==> src/rtl/systolic_result_writer.sv <==
// systolic_result_writer
//   Write-back unit for the systolic NxN array. On start it snapshots the
//   array's N x N result matrix and the base address. It then writes the
//   matrix row-major into a result SRAM, one sign-extended DATA_W word per
//   granted cycle. When the last word is written it pulses done and
//   acc_clear for one cycle.
//
// Ports
//   clk        in   clock; all state updates on the rising edge
//   rst_n      in   synchronous active-low reset
//   start      in   one-cycle request to capture and write out res
//   base_addr  in   first SRAM word address, sampled with start
//   res        in   array results, res[r][c] = row r, column c, sampled with start
//   gnt        in   SRAM write port granted this cycle
//   busy       out  transfer in progress (WRITE or FIN)
//   done       out  one-cycle pulse after the last write
//   acc_clear  out  one-cycle pulse with done, clears the array
//   wsbn       out  SRAM write strobe, active-low
//   waddr      out  SRAM write address (base + idx, wraps mod 2^ADDR_W)
//   wdata      out  SRAM write data (sign-extended result element)
module systolic_result_writer #(
    parameter int N      = 4,
    parameter int OUT_W  = 20,
    parameter int DATA_W = 32,
    parameter int ADDR_W = 13
) (
    input  logic                                clk,
    input  logic                                rst_n,
    input  logic                                start,
    input  logic [ADDR_W-1:0]                   base_addr,
    input  logic [N-1:0][N-1:0][OUT_W-1:0]      res,
    input  logic                                gnt,
    output logic                                busy,
    output logic                                done,
    output logic                                acc_clear,
    output logic                                wsbn,
    output logic [ADDR_W-1:0]                   waddr,
    output logic [DATA_W-1:0]                   wdata
);

    localparam int IDX_W = (N * N > 1) ? $clog2(N * N) : 1;
    localparam logic [IDX_W-1:0] LAST = IDX_W'(N * N - 1);

    typedef enum logic [1:0] {
        IDLE,
        WRITE,
        FIN
    } state_t;

    state_t                         state_q, state_d;
    logic [IDX_W-1:0]               idx_q, idx_d;
    logic [ADDR_W-1:0]              base_q, base_d;
    // Flattened row-major copy of res: snap[r*N + c] = res[r][c].
    logic [N*N-1:0][OUT_W-1:0]      snap_q, snap_d;
    logic [OUT_W-1:0]               elem;

    always_comb begin
        state_d = state_q;
        idx_d   = idx_q;
        base_d  = base_q;
        snap_d  = snap_q;
        case (state_q)
            IDLE: begin
                if (start) begin
                    snap_d  = res;
                    base_d  = base_addr;
                    idx_d   = '0;
                    state_d = WRITE;
                end
            end
            WRITE: begin
                if (gnt) begin
                    if (idx_q == LAST) begin
                        idx_d   = '0;
                        state_d = FIN;
                    end else begin
                        idx_d = idx_q + IDX_W'(1);
                    end
                end
            end
            FIN: begin
                idx_d   = '0;
                state_d = IDLE;
            end
            default: begin
                idx_d   = '0;
                state_d = IDLE;
            end
        endcase
    end

    always_ff @(posedge clk) begin
        if (!rst_n) begin
            state_q <= IDLE;
            idx_q   <= '0;
            base_q  <= '0;
            snap_q  <= '0;
        end else begin
            state_q <= state_d;
            idx_q   <= idx_d;
            base_q  <= base_d;
            snap_q  <= snap_d;
        end
    end

    always_comb begin
        elem      = snap_q[idx_q];
        busy      = (state_q != IDLE);
        done      = (state_q == FIN);
        acc_clear = (state_q == FIN);
        // The strobe follows gnt combinationally so a granted cycle is a write cycle.
        wsbn      = !((state_q == WRITE) && gnt);
        waddr     = base_q + ADDR_W'(idx_q);
        wdata     = DATA_W'($signed(elem));
    end

endmodule
==> config.mk <==
export PLATFORM = sky130hd
export DESIGN_NAME = systolic_result_writer
export DESIGN_NICKNAME = d
export VERILOG_FILES = /design/src/rtl/systolic_result_writer.sv
export SDC_FILE = /design/constraint.sdc
export NUM_CORES = 1
export LEC_CHECK = 0
export CORE_ASPECT_RATIO = 1.5
export CORE_MARGIN = 5
export CORE_UTILIZATION = 40
export DETAILED_ROUTE_END_ITERATION = 8
export GPL_TIMING_DRIVEN = 0
export PLACE_DENSITY_LB_ADDON = 0.08
export SLEW_MARGIN = 30
export SYNTH_ARGS = -nofsm -noshare
export SYNTH_HDL_FRONTEND = slang
export SYNTH_SLANG_ARGS = --single-unit
==> constraint.sdc <==
create_clock -name clk -period 2.5 [get_ports clk]
set_input_delay 0.5 -clock clk [delete_from_list [all_inputs] [get_ports clk]]
set_output_delay 0.5 -clock clk [all_outputs]
set_load 0.02 [all_outputs]
# Word level (Yosys, flattened, before mapping)
# Cells that the tools add are included.
# word_totals
input_bits	337
word_cells	45
output_inout_bits	49
regBits	339
# classes
add_sub_neg	2
mux	10
eq_ne	6
n_reduce_logical	7
n_lt_le_gt_ge	1
# op_table
cell	count
20-bit binary-select mux with 4-bit select	1
20-bit two-way mux	1
13-bit by 4-bit adder with 13-bit output	1
4-bit two-way mux	3
4-bit one-hot mux with 2 select lines	1
2-bit two-way mux	3
2-bit inequality test (second input constant)	3
4-bit by 5-bit < comparator with 1-bit output (second input constant)	1
4-bit by 1-bit adder with 4-bit output (second input constant)	1
4-bit equality test (second input constant)	1
2-bit one-hot mux with 2 select lines	1
2-bit AND reduction	2
3-bit AND reduction	1
2-bit by 1-bit equality test with 1-bit output (second input constant)	1
2-bit equality test (second input constant)	1
2-bit zero test	1
2-bit nonzero test	1
1-bit logical AND	1
1-bit zero test	1

# Longest topological paths before layout
# Gate-level depths: netlist of run 1.
# logic_depth
word_depth	4
mapped_depth	7
ltp_nobuf	6

# Least setup slack after synthesis of run 1
# Ideal clock, no wire load.
# synth_timing
path_type	reg2out
startpoint	register idx_q[1]
endpoint	output port wdata[20]
t_required_ps	2000
stages_incl_launch_ff	8
n_path_buf	4
t_arrival_ps	2001
path_slack_ps	-1
path_cell_list	dfxtp_1 > buf_6 > buf_4 > buf_4 > mux4_2 > a22oi_1 > nand2_1 > buf_4
# synth_between
elab_chain_cells	2
# synth_rtl
element	line_no	rtl
start, declared	51	logic [IDX_W-1:0] idx_q, idx_d;
start signal, assigned	100	idx_q <= idx_d;
20-bit binary-select mux with 4-bit select	107	elem = snap_q[idx_q];
20-bit two-way mux (not written as such)	107	
end, declared	38	output logic [DATA_W-1:0] wdata
# No other way between the ends. The select of a mux whose other input is x is not followed.

# Worst setup path after layout of run 1
# layout_timing
startpoint	register idx_q[0]
endpoint	output port wdata[9]
# The elaborated chain is that of the path after synthesis.

==> flow_metrics.env, run 1 <==
export IMPL_total_power_mw=13.8
export IMPL_min_from="snap_q[295]$_SDFFE_PN0P_"
export IMPL_start_util_pct=40.5
export IMPL_hold_viol=0
export IMPL_cap_violations=0
export IMPL_clk_latency_ns=0.53
export IMPL_status="complete, but fails checks"
export IMPL_cts_num_sinks=339
export IMPL_critPathMaxFanout=10
export IMPL_dpl_hpwl_um=42900
export IMPL_grt_pass1_vias=14200
export IMPL_cp_top_family="multiplexers"
export IMPL_holdPathStages=2
export IMPL_synthArstFlopShare_pct=0
export IMPL_synth_edf_count=0
export IMPL_wl_per_cell_um=21.1
export IMPL_ios=386
export IMPL_cts_tree="built"
export IMPL_cts_hold_buf=0
export IMPL_final_cell_mix="nand2_1, clkdlybuf4s50_1, a21oi_1"
export IMPL_yosys_area_top_type="dfxtp_1"
export IMPL_gp_congestion=0.919
export IMPL_synth_area_leaders="dfxtp_1, nand2_1, a21oi_1, mux4_2, buf_4"
export IMPL_antenna_found_initial=1
export IMPL_startpoint_type="flip-flop"
export IMPL_synth_top_cell_area_share_pct=46.8
export IMPL_r2r_cells=6
export IMPL_synthesis_area_um2=14500
export IMPL_vias=13900
export IMPL_grt_usage_pct=26.9
export IMPL_firstDrtPassIters=8
export IMPL_setup_viol=42
export IMPL_placed_cells=2563
export IMPL_synth_nets=2043
export IMPL_die_w_um=165
export IMPL_reg2reg_slack_ns=0.57
export IMPL_period_minus_slack_ns=2.98
export IMPL_cp_required_ns=2.00
export IMPL_stdcell_count=2660
export IMPL_critical_path_slowest_cell="mux4_2"
export IMPL_antenna_left=0
export IMPL_max_freq_ghz=0.336
export IMPL_fin_ws_ns=-0.476
export IMPL_rows=85
export IMPL_leakage_nw=7.93
export IMPL_r2r_end="snap_q[208]$_SDFFE_PN0P_"
export IMPL_synth_cell_types=37
export IMPL_final_common_cell="nand2_1"
export IMPL_synthCells=1700
export IMPL_synth_seq_area_share_pct=46.8
export IMPL_synth_avg_cell_area_um2=8.53
export IMPL_worst_pin_slew_ns=0.717
export IMPL_nets=2501
export IMPL_synthFlopType="dfxtp_1"
export IMPL_hold_ws_ns=0.452
export IMPL_reg2reg_from="state_q[1]$_SDFFE_PN0P_"
export IMPL_cts_root_buffer="clkbuf_16"
export IMPL_grt_max_degree=16
export IMPL_grt_pass1_wl_um=81800
export IMPL_rsz0062_at_grt="yes"
export IMPL_clockBufferDepth=3
export IMPL_coreArea_um2=35800
export IMPL_ys_warn_count=0
export IMPL_drive_gt1_share_pct=16.7
export IMPL_drt_iter0_drc=948
export IMPL_synth_seq_cells=339
export IMPL_viasPerCell=5.23
export IMPL_gr_total_overflow=0
export IMPL_crit_path_cell_trace="buf_12 -> buf_6 -> mux4_2 -> a22oi_2 -> nand2_1 -> buf_2"
export IMPL_synthToLayoutAreaGrowth_pct=44.9
export IMPL_worstPathArrival_ns=2.48
export IMPL_clk_pin_slew_ns=0.06
export IMPL_slew_headroom_pct=52.2
export IMPL_ir_drop_mv=0.573
export IMPL_maxSlewViolCount=0
export IMPL_fp_dieH_um=243
export IMPL_hold_end="snap_q[295]$_SDFFE_PN0P_"
export IMPL_drc_errors=0
export IMPL_p_per_area_nw_per_um2=657
export IMPL_fin_crit_sh_pct=119
export IMPL_violations="negative setup slack"
export IMPL_routed_wl_um=56100
export IMPL_critical_path_endpoint_type="output port"
export IMPL_critPathBufInv=3
export IMPL_cpPeakStageDelay_ns=0.60
export IMPL_crit_type="reg2out"
export IMPL_holdCritPathClass="reg2reg"
export IMPL_cts_inserted_buffers=35
export IMPL_portBuffers=385
export IMPL_fin_skew_ns=0.0158
export IMPL_htreeDepth=2
export IMPL_die_area_um2=40200
[cell usage after synthesis (5+ instances only)]
master,instances
a21oi_1,337
inv_1,5
xnor2_1,5
buf_6,6
buf_1,6
nor2_1,8
a22oi_1,40
buf_4,53
mux4_1,11
nand2_1,688
dfxtp_1,339
mux4_2,69
buf_2,27
ha_1,5
clkbuf_1,58
xor2_1,6
[worst register-to-register path: cells and delay by family (launching register included)]
family	cells	cell delay [ns]
and+or+nand+nor	3	0.50
AOI/OAI and AO/OA	1	0.16
DFF	1	0.39
buffers and inverters	2	0.81
[per-stage QoR]
| step | cell area, µm² | worst slack [ns] | setup TNS, ns | utilization [%] |
|---|---|---|---|---|
| floorplan | 14500 | 0.117 | 0 | - |
| CTS | 20800 | -0.464 | -14.29 | 58.0 |
| finish | 21000 | -0.476 | -14.45 | 58.6 |
| global placement | 19000 | -0.871 | -26.58 | 52.9 |
| detailed placement | 19000 | -0.882 | -26.86 | 52.9 |
| global route | 21000 | -0.508 | -16.68 | 58.6 |
[kinds of logic (layout without fill, tap and decap cells)]
kind of cell	after synthesis	after routing	synth area share (%)
AND/OR/NAND/NOR	719	720	19.0
AO/OA/AOI/OAI	388	388	14.3
flip-flops	339	339	46.8
buffers and inverters	156	636	5.95
multiplexers	81	81	12.8
XOR/XNOR	11	11	0.664
adder cells (fa/ha/maj)	6	6	0.569
other	0	1	0
[metal layers]
layer	GRT usage (%)	up-vias	part of all wire (%)
met2	48.3	576	52
li1	-	6647	-
met5	0	-	0
met4	10.4	0	4.2
met3	4.60	110	7.1
met1	31.5	6578	37
[layout make-up]
cell class,count,area [µm²]
clock inverter,13,174
inverter,6,22.5
multi-input combinational,1206,7140
sequential,339,6800
clock buffer,47,1010
buffer,150,1040
timing repair buffer,420,4220
tap,478,598
antenna,1,2.50
fill,3312,14800
[where the power goes]
part | switching [mW] | leakage, nW | internal, mW
Clock | 2.19 | 0.584 | 3.25
Sequential | 0.208 | 2.79 | 5.76
Combinational | 1.21 | 4.56 | 1.19
[sequential cells by signal, indices dropped and copies added, names as in the netlist]
signal,count
snap_q,320
base_q,13
idx_q,4
state_q,2
[how the worst max path moves through the flow]
stage                           from        end  cells past startpoint
4_1_cts        idx_q[0]$_SDFFE_PN0P_  wdata[20]                      8
3_5_place_dp   idx_q[1]$_SDFFE_PN0P_   wdata[9]                      7
2_1_floorplan  idx_q[1]$_SDFFE_PN0P_  wdata[20]                      7
5_1_grt        idx_q[0]$_SDFFE_PN0P_   waddr[8]                      8
3_3_place_gp   idx_q[1]$_SDFFE_PN0P_   wdata[9]                      7
6_report       idx_q[0]$_SDFFE_PN0P_   wdata[9]                      6
[what timing repair did]
action                                  in CTS  in global routing
pin swaps                                   41                 26
gates cloned                                 4                  0
setup buffers                               19                 14
endpoints found under the setup margin      45                 44
gates resized for setup                    369                 31
(Power assumes the default switching activity.)
==> inputs of run 2 (changes only) <==
--- a/config.mk
+++ b/config.mk
@@ -5,11 +5,10 @@
 export SDC_FILE = /design/constraint.sdc
 export NUM_CORES = 1
 export LEC_CHECK = 0
-export CORE_ASPECT_RATIO = 1.5
+export CORE_ASPECT_RATIO = 1.75
 export CORE_MARGIN = 5
 export CORE_UTILIZATION = 40
 export DETAILED_ROUTE_END_ITERATION = 8
-export GPL_TIMING_DRIVEN = 0
 export PLACE_DENSITY_LB_ADDON = 0.08
 export SLEW_MARGIN = 30
 export SYNTH_ARGS = -nofsm -noshare
==> run 2 against run 1 <==
The flow still finishes with violations (negative setup slack). Combinational power down 4%. Final cell count down 3.4%. Fmax down 1.2%. Worst setup slack worse by 0.037 ns. First-iteration DRC count down 15%. Wire length down 7.1%. Power down 2.8%. Critical path depth up 2. Clock power down 5.5%. Clock skew down 0.0057 ns. Largest power group unchanged.
==> flow_metrics.env, run 2 (synthesis results as in run 1) <==
export IMPL_fin_ws_ns=-0.512
export IMPL_cts_num_sinks=339
export IMPL_critical_path_endpoint_type="output port"
export IMPL_r2r_cells=9
export IMPL_final_cell_mix="nand2_1, clkdlybuf4s50_1, a21oi_1, dfxtp_1, mux4_2"
export IMPL_rows=92
export IMPL_crit_path_cell_trace="buf_12 -> buf_16 -> buf_12 -> mux4_2 -> a22oi_2 -> buf_4 -> nand2_8 -> buf_6"
export IMPL_cp_num_cells=8
export IMPL_reg2reg_slack_ns=0.67
export IMPL_status="complete, but fails checks"
export IMPL_antenna_left=0
export IMPL_largest_reg_flops=320
export IMPL_die_area_um2=40300
export IMPL_ios=386
export IMPL_clk_latency_ns=0.57
export IMPL_fp_dieH_um=262
export IMPL_drive_gt1_share_pct=16.4
export IMPL_p_int_mw=9.97
export IMPL_rsz0062_at_grt="yes"
export IMPL_clockBufferDepth=3
export IMPL_clk_pin_slew_ns=0.07
export IMPL_cap_violations=0
export IMPL_holdCritPathClass="reg2reg"
export IMPL_crit_type="reg2out"
export IMPL_grt_max_degree=120
export IMPL_critPathMaxFanout=7
export IMPL_dpl_hpwl_um=38200
export IMPL_leakage_nw=7.84
export IMPL_regMostFlops="snap_q"
export IMPL_slew_headroom_pct=67.9
export IMPL_p_comb_share_pct=17.2
export IMPL_vias=13200
export IMPL_htreeDepth=1
export IMPL_cts_inserted_buffers=30
export IMPL_ir_drop_mv=0.589
export IMPL_start_util_pct=40.4
export IMPL_maxSlewViolCount=0
export IMPL_crit_top_cell="buf_12"
export IMPL_setup_viol=43
export IMPL_p_per_area_nw_per_um2=639
export IMPL_cts_tree="built"
export IMPL_cpPeakStageDelay_ns=0.52
export IMPL_firstDrtPassIters=5
export IMPL_portBuffers=385
export IMPL_fin_skew_ns=0.0102
export IMPL_hold_end="snap_q[102]$_SDFFE_PN0P_"
export IMPL_antenna_found_initial=6
export IMPL_drc_errors=0
export IMPL_place_ws_ns=-0.406
export IMPL_gr_total_overflow=0
export IMPL_design_area_um2=21000
export IMPL_gp_congestion=0.843
export IMPL_worstPathArrival_ns=2.51
export IMPL_viasPerCell=5.16
export IMPL_clkPwrFrac_pct=38.3
export IMPL_cts_root_buffer="clkbuf_16"
export IMPL_period_minus_slack_ns=3.01
export IMPL_routed_wl_um=52100
export IMPL_grt_pass1_vias=13500
export IMPL_top_regs="snap_q: 320 flops, base_q: 13 flops, idx_q: 4 flops"
export IMPL_worst_pin_slew_ns=0.481
export IMPL_drt_iter0_drc=802
export IMPL_synthToLayoutAreaGrowth_pct=44.6
export IMPL_startpoint_type="flip-flop"
export IMPL_cp_required_ns=2.00
export IMPL_place_area_um2=19000
export IMPL_wl_per_cell_um=20.3
export IMPL_final_core_util_pct=58.4
export IMPL_final_common_cell="nand2_1"
export IMPL_p_sw_mw=3.44
export IMPL_fin_crit_sh_pct=120
export IMPL_cp_top_family="buffers and inverters"
export IMPL_grt_pass1_wl_um=77400
export IMPL_fill_cells=3285
export IMPL_total_power_mw=13.4
export IMPL_switching_share_pct=25.7
export IMPL_nets=2412
export IMPL_die_w_um=154
export IMPL_reg2reg_from="idx_q[0]$_SDFFE_PN0P_"
export IMPL_max_freq_ghz=0.332
export IMPL_coreArea_um2=35900
export IMPL_seq_power_share_pct=44.5
export IMPL_critPathBufInv=5
export IMPL_critical_path_slowest_cell="mux4_2"
export IMPL_min_from="snap_q[102]$_SDFFE_PN0P_"
export IMPL_violations="negative setup slack"
export IMPL_r2r_end="idx_q[0]$_SDFFE_PN0P_"
export IMPL_holdPathStages=2
export IMPL_hold_viol=0
export IMPL_grt_usage_pct=24.8
-- run 2: routing by layer --
metal	vias up	track usage (%)	share of wire, %
li1	6465	-	-
met1	6223	28.1	36
met2	479	47.1	55
met3	77	3.86	6.1
met4	2	7.81	3.1
met5	-	0	0.027
-- run 2: timing repair --
item,4_1_cts,5_1_grt
gates resized for setup,318,47
setup endpoints to repair,47,44
cloned,6,0
pin swaps,49,21
buffers inserted,24,7
hold buffers,0,0
-- run 2: stage by stage --
stage | hold slack [ns] | TNS, ns | instances
after global placement | 0.438 | -11.80 | 2474
after CTS | 0.453 | -16.76 | 2557
after floorplan | 0.432 | 0 | 1700
after detailed placement | 0.443 | -12.33 | 2474
final | 0.451 | -16.32 | 2569
after global routing | 0.460 | -19.55 | 2567
-- run 2: final cells by class --
type | count | area, µm² | share of cell area, %
tap | 470 | 588 | 2.80
multi-input combinational | 1206 | 7200 | 34.3
inverter | 6 | 30.0 | 0.143
clock buffer | 41 | 895 | 4.26
clock inverter | 14 | 213 | 1.01
sequential | 339 | 6800 | 32.4
antenna | 7 | 17.5 | 0.0835
timing repair buffer | 486 | 5240 | 25.0
-- run 2: how the worst max path moves through the flow --
stage	start	end	slack [ns]
2_1_floorplan	idx_q[1]$_SDFFE_PN0P_	wdata[20]	0.12
3_3_place_gp	idx_q[0]$_SDFFE_PN0P_	wdata[12]	-0.40
3_5_place_dp	idx_q[0]$_SDFFE_PN0P_	wdata[19]	-0.41
4_1_cts	idx_q[0]$_SDFFE_PN0P_	wdata[8]	-0.50
5_1_grt	idx_q[0]$_SDFFE_PN0P_	wdata[22]	-0.60
6_report	idx_q[0]$_SDFFE_PN0P_	wdata[22]	-0.51
-- run 2: power by group through the flow --
stage	logic (mW)	registers (mW)	clock network, mW
floorplan	1.14	6.00	0
global placement	2.14	6.08	0
detailed placement	2.16	6.09	0
CTS	2.29	5.97	5.22
global route	2.48	6.00	5.45
finish	2.30	5.97	5.14
-- run 2: tightest hold or removal path, delay by kind of cell (launching register included) --
family          cells  cell delay, ns
simple gates        1            0.05
flops               1            0.31
compound gates      1            0.05
==> inputs of run 3 (changes only) <==
--- a/config.mk
+++ b/config.mk
@@ -5,10 +5,12 @@
 export SDC_FILE = /design/constraint.sdc
 export NUM_CORES = 1
 export LEC_CHECK = 0
+export ABC_AREA = 1
 export CORE_ASPECT_RATIO = 1.75
 export CORE_MARGIN = 5
 export CORE_UTILIZATION = 40
 export DETAILED_ROUTE_END_ITERATION = 8
+export MAX_ROUTING_LAYER = met4
 export PLACE_DENSITY_LB_ADDON = 0.08
 export SLEW_MARGIN = 30
 export SYNTH_ARGS = -nofsm -noshare
==> run 3 against run 2 <==
Highest routed layer is now met4. Clock skew up 0.0047 ns. The flow still finishes with violations (negative setup slack). First-iteration DRC count up 42%. Critical path depth up 2.
==> flow_metrics.env, run 3 <==
export IMPL_ios=386
export IMPL_vias=16200
export IMPL_max_freq_ghz=0.381
export IMPL_synth_top_cell_area_share_pct=44.4
export IMPL_fp_dieH_um=269
export IMPL_firstDrtPassIters=5
export IMPL_stdcell_count=3104
export IMPL_cts_inserted_buffers=35
export IMPL_synthesis_area_um2=15300
export IMPL_rows=94
export IMPL_synth_simple_area_share_pct=23.3
export IMPL_cts_tree="built"
export IMPL_worst_pin_slew_ns=0.425
export IMPL_dpl_hpwl_um=44700
export IMPL_holdCritPathClass="in2reg"
export IMPL_synth_nets=2585
export IMPL_cp_top_family="adder cells"
export IMPL_synth_most_common_cell="nor2_1"
export IMPL_antenna_left=0
export IMPL_synth_common_cells="nor2_1, o21ai_0, dfxtp_1"
export IMPL_clk_pin_slew_ns=0.06
export IMPL_die_w_um=158
export IMPL_critical_path_startpoint="idx_q[0]$_SDFFE_PN0P_"
export IMPL_antenna_found_initial=10
export IMPL_htreeDepth=2
export IMPL_wl_per_cell_um=19.9
export IMPL_grt_met2_usage_pct=51.6
export IMPL_synth_seq_area_share_pct=44.4
export IMPL_final_common_cell="nor2_1"
export IMPL_synthCells=2242
export IMPL_cp_required_ns=2.00
export IMPL_cts_root_buffer="clkbuf_16"
export IMPL_start_util_pct=40.5
export IMPL_gp_congestion=1.00
export IMPL_regMostFlops="snap_q"
export IMPL_p_comb_share_pct=27.6
export IMPL_holdPathStages=3
export IMPL_grt_usage_pct=28.4
export IMPL_cts_num_sinks=339
export IMPL_setup_viol=40
export IMPL_synth_cell_types=27
export IMPL_worstPathArrival_ns=2.12
export IMPL_critPathBufInv=2
export IMPL_critical_path_endpoint_type="output port"
export IMPL_maxSlewViolCount=0
export IMPL_cpPeakStageDelay_ns=0.35
export IMPL_cts_hold_buf=0
export IMPL_clk_latency_ns=0.53
export IMPL_p_per_area_nw_per_um2=708
export IMPL_drive_gt1_share_pct=15.3
export IMPL_min_from="rst_n"
export IMPL_placed_cells=3007
export IMPL_drc_errors=0
export IMPL_grt_pass1_vias=16000
export IMPL_synth_xor_area_share_pct=0.458
export IMPL_r2r_end="snap_q[241]$_SDFFE_PN0P_"
export IMPL_synth_avg_cell_area_um2=6.82
export IMPL_final_cell_mix="nor2_1, o21ai_0, clkdlybuf4s50_1"
export IMPL_startpoint_type="flip-flop"
export IMPL_viasPerCell=5.22
export IMPL_synthFlopType="dfxtp_1"
export IMPL_ff_latch_area_um2=6800
export IMPL_r2r_cells=6
export IMPL_yosys_area_top_type="dfxtp_1"
export IMPL_hold_ws_ns=0.448
export IMPL_synth_compound_area_share_pct=20.7
export IMPL_clkPwrFrac_pct=33.6
export IMPL_seq_power_share_pct=38.8
export IMPL_fill_cells=3570
export IMPL_clockBufferDepth=3
export IMPL_critPathMaxFanout=7
export IMPL_synth_edf_count=0
export IMPL_rsz0062_at_grt="yes"
export IMPL_place_ws_ns=-0.134
export IMPL_grt_busiest_layer="met2"
export IMPL_synth_adder_area_share_pct=0.540
export IMPL_leakage_nw=9.15
export IMPL_synth_top_family_by_area="simple AND/OR/NAND/NOR gates"
export IMPL_status="complete, but fails checks"
export IMPL_top_regs="snap_q: 320 flops, base_q: 13 flops, idx_q: 4 flops"
export IMPL_grtUsageMet1_pct=30.6
export IMPL_reg2reg_from="state_q[0]$_SDFFE_PN0P_"
export IMPL_critical_path_slowest_cell="dfxtp_4"
export IMPL_switching_share_pct=30.5
export IMPL_grt_pass1_wl_um=90000
export IMPL_reg2reg_slack_ns=0.73
export IMPL_ir_drop_mv=0.474
export IMPL_violations="negative setup slack"
export IMPL_period_minus_slack_ns=2.62
export IMPL_slew_headroom_pct=71.4
export IMPL_portBuffers=385
export IMPL_routed_wl_um=61800
export IMPL_crit_top_cell="nand2_1"
export IMPL_largest_reg_flops=320
export IMPL_hold_viol=0
export IMPL_grtUsageMet3_pct=3.21
export IMPL_drt_iter0_drc=1137
export IMPL_synthArstFlopShare_pct=0
export IMPL_synth_seq_cells=339
export IMPL_nets=2932
export IMPL_muxShareOfSynthArea_pct=0
export IMPL_gr_total_overflow=0
export IMPL_crit_type="reg2out"
export IMPL_multi_input_area_um2=7760
export IMPL_grt_max_degree=98
export IMPL_synthToLayoutAreaGrowth_pct=47.6
export IMPL_p_int_mw=11.1
export IMPL_ys_warn_count=0
export IMPL_hold_end="state_q[0]$_SDFFE_PN0P_"
export IMPL_fin_ws_ns=-0.124
export IMPL_die_area_um2=42400
export IMPL_cap_violations=0
export IMPL_p_sw_mw=4.87
export IMPL_crit_path_cell_trace="buf_12 -> ha_4 -> fa_2 -> nand3_2 -> nand2_4 -> nand3_4 -> nor2_2 -> nand2_1 -> nand2_1 -> buf_6"
export IMPL_coreArea_um2=37800
export IMPL_fin_skew_ns=0.0149
export IMPL_synth_area_leaders="dfxtp_1, o21ai_0, nor2_1, nand2_1, a21oi_1"
export IMPL_fin_crit_sh_pct=105
[run 3: worst max path at each step]
stage                            to  slack (ns)  cells after the start
final                     waddr[10]       -0.12                     10
after global routing      waddr[10]       -0.20                     10
after CTS                 waddr[10]       -0.13                     10
after detailed placement   wdata[2]       -0.13                     10
after global placement     wdata[2]       -0.14                     10
after floorplan           wdata[20]        0.30                      7
[run 3: cell type report]
type,count,share of cell area (%)
multi-input combinational,1530,34.4
sequential,339,30.1
timing repair buffer,499,24.3
clock buffer,52,4.84
inverter,184,3.14
tap,480,2.66
clock inverter,10,0.394
antenna,10,0.111
[run 3: worst register-to-register path: stages (launching register included)]
cell and delay [ns]:
dfxtp_1 0.34, nor2_2 0.26, nand2_8 0.22, buf_12 0.26, buf_4 0.23, o21ai_0 0.27
a21oi_1 0.07
[run 3: cells by family (layout without fill, tap and decap cells)]
group	Yosys count	count (layout)
compound gates	629	629
fa+ha+maj	6	6
xor+xnor	8	8
flops	339	339
buf+inv	373	745
simple gates	887	887
other cells	0	10
[run 3: power groups by stage]
stage	sequential, mW	combinational, mW	clock [mW]
floorplan	6.21	2.08	0
global placement	6.28	3.62	0
detailed placement	6.29	3.65	0
CTS	6.18	4.20	5.46
global route	6.24	4.77	5.67
finish	6.19	4.41	5.36
[run 3: what timing repair did]
item,4_1_cts,5_1_grt
gates resized for setup,434,96
hold endpoints to repair,0,0
buffers inserted,10,4
endpoints found under the setup margin,44,44
gates cloned,10,6
pin swaps,58,39
[run 3: metal layers]
layer	vias to the layer above	share of wire [%]	wire length (µm)
met1	7578	36	22300
li1	7946	-	-
met5	-	0	0
met3	133	5.5	3430
met2	541	53	32800
met4	0	5.3	3280
[run 3: metrics by stage]
stage          TNS, ns  utilization (%)  area [µm²]  power (mW)
6_report         -2.51             59.8       22600        16.0
5_1_grt          -5.63             59.8       22600        16.7
4_1_cts          -3.22             58.5       22100        15.8
3_5_place_dp     -1.03             52.5       19800        9.94
3_3_place_gp     -1.21             52.5       19800        9.89
2_1_floorplan        0                -       15300        8.29
